File: src/rtl/x_conv_accum.sv
// Streaming multiply-accumulate for one 6-tap convolution window: sums a*b over the
// operands presented between calc_enable and calc_done, then reports a clamped result.
module x_conv_accum (
    input  logic        clk,
    input  logic        n_rst,
    input  logic        calc_enable,
    input  logic [4:0]  a,
    input  logic [4:0]  b,
    input  logic        calc_done,
    output logic [11:0] gx,
    output logic [7:0]  gx_mag,
    output logic        result_valid,
    output logic        term_err,
    output logic        busy
);

    typedef enum logic [1:0] {
        IDLE,
        ACCUM,
        REPORT
    } state_t;

    state_t state;
    state_t next_state;

    logic signed [12:0] acc;
    logic [2:0]         term_cnt;

    logic clear;
    logic accumulate;
    logic register_result;

    logic signed [10:0] product;
    logic signed [12:0] sum_next;
    logic signed [12:0] abs_acc;
    logic [11:0]        gx_clamped;
    logic [7:0]         mag_sat;

    // Priority inside ACCUM: calc_done, then the 7-term timeout, then restart, then accumulate.
    always_comb begin
        next_state      = state;
        clear           = 1'b0;
        accumulate      = 1'b0;
        register_result = 1'b0;
        unique case (state)
            IDLE: begin
                if (calc_enable) begin
                    clear      = 1'b1;
                    next_state = ACCUM;
                end
            end
            ACCUM: begin
                if (calc_done || (term_cnt == 3'd7)) begin
                    register_result = 1'b1;
                    next_state      = REPORT;
                end else if (calc_enable) begin
                    clear = 1'b1;
                end else begin
                    accumulate = 1'b1;
                end
            end
            REPORT: begin
                if (calc_enable) begin
                    clear      = 1'b1;
                    next_state = ACCUM;
                end else begin
                    next_state = IDLE;
                end
            end
            default: next_state = IDLE;
        endcase
    end

    always_ff @(posedge clk or negedge n_rst) begin
        if (!n_rst) begin
            state <= IDLE;
        end else begin
            state <= next_state;
        end
    end

    // b is a zero-extended pixel, so it is multiplied as a non-negative signed value.
    assign product  = $signed(a) * $signed({1'b0, b});
    assign sum_next = acc + {{2{product[10]}}, product};

    always_comb begin
        abs_acc = acc[12] ? -acc : acc;
        if (abs_acc > 13'sd255) begin
            mag_sat = 8'hFF;
        end else begin
            mag_sat = abs_acc[7:0];
        end
        if (acc > 13'sd2047) begin
            gx_clamped = 12'h7FF;
        end else if (acc < -13'sd2048) begin
            gx_clamped = 12'h800;
        end else begin
            gx_clamped = acc[11:0];
        end
    end

    always_ff @(posedge clk or negedge n_rst) begin
        if (!n_rst) begin
            acc      <= '0;
            term_cnt <= '0;
        end else if (clear) begin
            acc      <= '0;
            term_cnt <= '0;
        end else if (accumulate) begin
            acc      <= sum_next;
            term_cnt <= (term_cnt == 3'd7) ? 3'd7 : term_cnt + 3'd1;
        end
    end

    always_ff @(posedge clk or negedge n_rst) begin
        if (!n_rst) begin
            gx           <= '0;
            gx_mag       <= '0;
            term_err     <= 1'b0;
            result_valid <= 1'b0;
        end else begin
            result_valid <= register_result;
            if (register_result) begin
                gx       <= gx_clamped;
                gx_mag   <= mag_sat;
                term_err <= (term_cnt != 3'd6);
            end
        end
    end

    assign busy = (state == ACCUM);

endmodule

File: config.mk
export PLATFORM = sky130hd
export DESIGN_NAME = x_conv_accum
export DESIGN_NICKNAME = d
export VERILOG_FILES = /design/src/rtl/x_conv_accum.sv
export SDC_FILE = /design/constraint.sdc
export NUM_CORES = 1
export LEC_CHECK = 0
export CORE_MARGIN = 4
export CORE_UTILIZATION = 61
export CTS_BUF_LIST = sky130_fd_sc_hd__clkbuf_16
export DETAILED_ROUTE_END_ITERATION = 10
export PLACE_DENSITY = 0.95
export SETUP_SLACK_MARGIN = 0.15
export SLEW_MARGIN = 25
export SYNTH_ARGS = -nofsm -noshare
export SYNTH_HDL_FRONTEND = slang
export SYNTH_SLANG_ARGS = --single-unit
File: constraint.sdc
create_clock -name clk -period 4.5 [get_ports clk]
set_clock_uncertainty 0.2 [all_clocks]
set_input_delay 0.9 -clock clk [delete_from_list [all_inputs] [get_ports clk]]
set_output_delay 0.9 -clock clk [all_outputs]
set_load 0.005 [all_outputs]
==> summary by stage <==
Floorplan
For this configuration, the core starts out at a cell density of 64.1%. The floorplan die area is 6270 um2. Measured along the x axis, the die boundary spans 79.2 um.

The core area is 4820 um2. The standard-cell row count is 25. Pin placement for this block handled 37 I/O pins. In this run the vertical extent of the chip is 79.2 um.

Clock tree
The H-tree generated during clock tree synthesis spans 2 levels. The CTS root buffer is clkbuf_16. In this run the deepest clock path goes through 2 buffers.

Buffers inserted during clock tree synthesis total 5. The register clock-pin slew on the reported worst setup and hold paths is 60 ps. TritonCTS built the clock tree. The number of hold buffers added after CTS was 0. Counting every sink on the clock net gives 40.

The insertion delay of the later-clocked pin in the worst-skew pair is 290 ps.

Synthesis
Ranked by total cell area, the synthesized netlist is headed by dfrtp_1 32%, ha_1 15%, fa_1 7.1%. Among all flip-flop cells after synthesis, the most frequent one is dfrtp_1. A synthesized cell averages 8.90 um2. The warning count from the yosys run is 0.

After synthesis the cells add up to 3090 um2. Counting flops with a built-in enable in the synthesized netlist gives 0. The proportion of synthesized flip-flops having asynchronous set or reset is 100%.

Summed over its instances, the top area cell type makes up 32.4% of the synthesized netlist area. The number of nets in the synthesized netlist is 410. The sequential-to-total area share from yosys stat is 32.4%. The cell with the most instances after synthesis is nand2_1.

By count the netlist is led by 42 x nand2_1, 40 x dfrtp_1, 38 x ha_1. The number of instances in the synthesized netlist is 347. After synthesis the netlist holds a flip-flop and latch count of 40. The largest area contributor in the netlist is dfrtp_1. The number of unique standard cell types used by synthesis is 44.

Timing
The worst pin sits at a relative slew slack of 41.3%. At the pin with the least slew margin, the transition time is 881 ps. The final critical-path share of the clock period is 118%.

Hold timing on the final database bottoms out at a slack of 305 ps. The maximum clock rate is 188 MHz. The final worst setup slack is -818 ps. Counting I/O delays and the setup requirement, the final critical path takes 5320 ps.

The max-slew violation count came to 0. The hold violation count in the final report came to 0. The total negative slack is -3190 ps.

The final-report setup violation count is 7. Setup repair after global routing could not meet its margin everywhere.

Routing
The routed length per placed instance is 24.8 um. The routed layout has 3444 vias. The detailed-router iteration count before antenna repair is 5. The final wirelength is 12.5 mm. The detail route stage leaves a number of antenna-violating nets equal to 0. The detailed-route vias per instance is 6.83. The violation count after the first detailed-route iteration is 598. The number of remaining DRC errors is 0.

Worst setup path
The endpoint required time on the critical path is 4460 ps. The type of destination of the critical path is a register. For the worst setup path, the data arrival time is 5280 ps. The worst setup path is of the input port to register kind. The critical-path maximum fanout is 3.

The worst setup path is launched from an input port.

Layout
With fillers left out, the area of the finished cells amounts to 4340 um2. Counting the fill cells in the layout gives 186. The repair_antennas step left the layout with diodes totalling 0.

The net count reported at finish is 499. The post-route netlist has 27.5% of its cells at a drive strength greater than 1. Once layout is complete, the utilization of the core stands at 90.1%.

The post-synthesis to final-layout area growth is 40.5%.

Global route
The maximum number of pins on one net before global-route repair is 41. The residual overflow from global routing is 0. The initial antenna violation count is 0. The first global-routing pass estimated 17.0 mm of wire. The aggregate global-route resource usage is 35.7%. The via count of the first global-routing pass is 3362.

Place
In this run the cell area measured after placement is 3850 um2. The congestion estimate from routability-driven global placement came to 0.916. Buffers placed on the I/O ports in this run total 36.

The wire-length estimate of the detail-placed layout is 6.01 mm. The worst slack at placement is -1170 ps.

Min path
The type of the worst min-delay path is register to register.

Flow run
The reported max-cap violation count is 0.

Outcome
The checks that failed: negative setup slack. The flow ran to the end, but the final reports show violations.

Power and ir drop
The worst-case vdd ir drop is 0.000309 V. The leakage power of the design is 2.05 nW. The power per cell area is 573 nW/um2.
==> final timing paths <==
| kind | from | end | slack (ps) | depth (start not counted) |
|---|---|---|---|---|
| setup / recovery | a[3] | acc[12]$_DFFE_PN0P_ | -820 | 20 |
| hold / removal | gx[10]$_DFFE_PN0P_ | gx[10]$_DFFE_PN0P_ | 310 | 2 |
| setup reg to reg | acc[0]$_DFFE_PN0P_ | acc[12]$_DFFE_PN0P_ | 1540 | 10 |
| hold reg to reg | gx[10]$_DFFE_PN0P_ | gx[10]$_DFFE_PN0P_ | 310 | 2 |
| max in group asynchronous | n_rst | gx_mag[0]$_DFFE_PN0P_ | 3020 | 1 |
| min in group asynchronous | n_rst | term_err$_DFFE_PN0P_ | 530 | 1 |
==> critical path, cell delays in order <==
cell and delay, ps:
buf_8 100, buf_4 130, nand2_2 60, fa_1 450, fa_1 520, fa_1 530
inv_2 60, ha_4 230, a21oi_4 130, o211ai_1 140, o41ai_2 340, xnor2_1 170
buf_4 160, buf_4 140, ha_1 300, nor2_1 340, a31oi_4 80, xnor2_2 240
buf_4 160, o22ai_2 80
==> cells by family after synthesis <==
family                     after synthesis  share of synthesized area [%]
and+or+nand+nor                        112                           17.0
AOI/OAI and AO/OA                       83                           16.7
adders and majority gates               49                           22.5
buffers and inverters                   40                           4.86
DFF                                     40                           32.4
xor gates and xnor gates                22                           6.24
muxes                                    1                          0.324
==> report_power, final <==
| part | total (mW) | switching, mW | leakage (nW) | internal (mW) |
|---|---|---|---|---|
| combinational | 1.47 | 0.761 | 1.46 | 0.712 |
| clock | 0.407 | 0.149 | 0.0789 | 0.258 |
| sequential | 0.609 | 0.135 | 0.515 | 0.474 |
==> sequential cells by signal, summed over array words and instances (netlist names) <==
| register | count |
|---|---|
| gx | 12 |
| state | 2 |
| acc | 13 |
| gx_mag | 8 |
| term_cnt | 3 |
| term_err | 1 |
| result_valid | 1 |
==> what timing repair did <==
item | in CTS | in global routing
endpoints found under the hold margin | 0 | 0
endpoints found under the setup margin | 9 | 8
resized for setup | 84 | 28
pin swaps | 42 | 36
setup buffers | 9 | 5
==> cell usage in the layout (no fill, tap or decap), types with 3 or more instances in the layout <==
cell type         n
o21ai_2           4
o21ai_0          25
a31oi_1           4
a21oi_1          11
nor3_1            4
nand2_2           4
and2_1           12
o211ai_1          3
inv_1            29
nand2_1          37
inv_2             4
fa_1             10
a21oi_2           5
ha_1             34
clkdlybuf4s50_1  25
buf_8             3
buf_2             3
nand4_1           3
buf_6            11
a21o_1            5
clkbuf_16         5
xnor2_1           6
buf_4            45
xor2_1           11
dfrtp_1          40
nor2_1           26
o21ai_1           6
nand2b_1          4
==> layout make-up <==
type	instances	area [um2]	area share [%]
Tap cell	67	83.8	1.93
Inverter	34	135	3.11
Multi-Input combinational cell	267	2180	50.2
Sequential cell	40	1000	23.1
Clock inverter	3	37.5	0.865
Timing Repair Buffer	88	779	18.0
Clock buffer	5	125	2.88
==> through the flow <==
stage                     total power, mW  cells
after floorplan                      1.15    347
after global placement               1.59    482
after detailed placement             1.66    482
after CTS                            2.23    499
after global routing                 2.57    504
final                                2.49    504
==> layer usage <==
layer / GRT usage, % / part of all wire [%]
met1: 37.8 / 32
met2: 62.0 / 47
met3: 7.14 / 10
met4: 26.6 / 10
met5: 0 / 0
No activity file was read; power rests on OpenSTA's default activity.
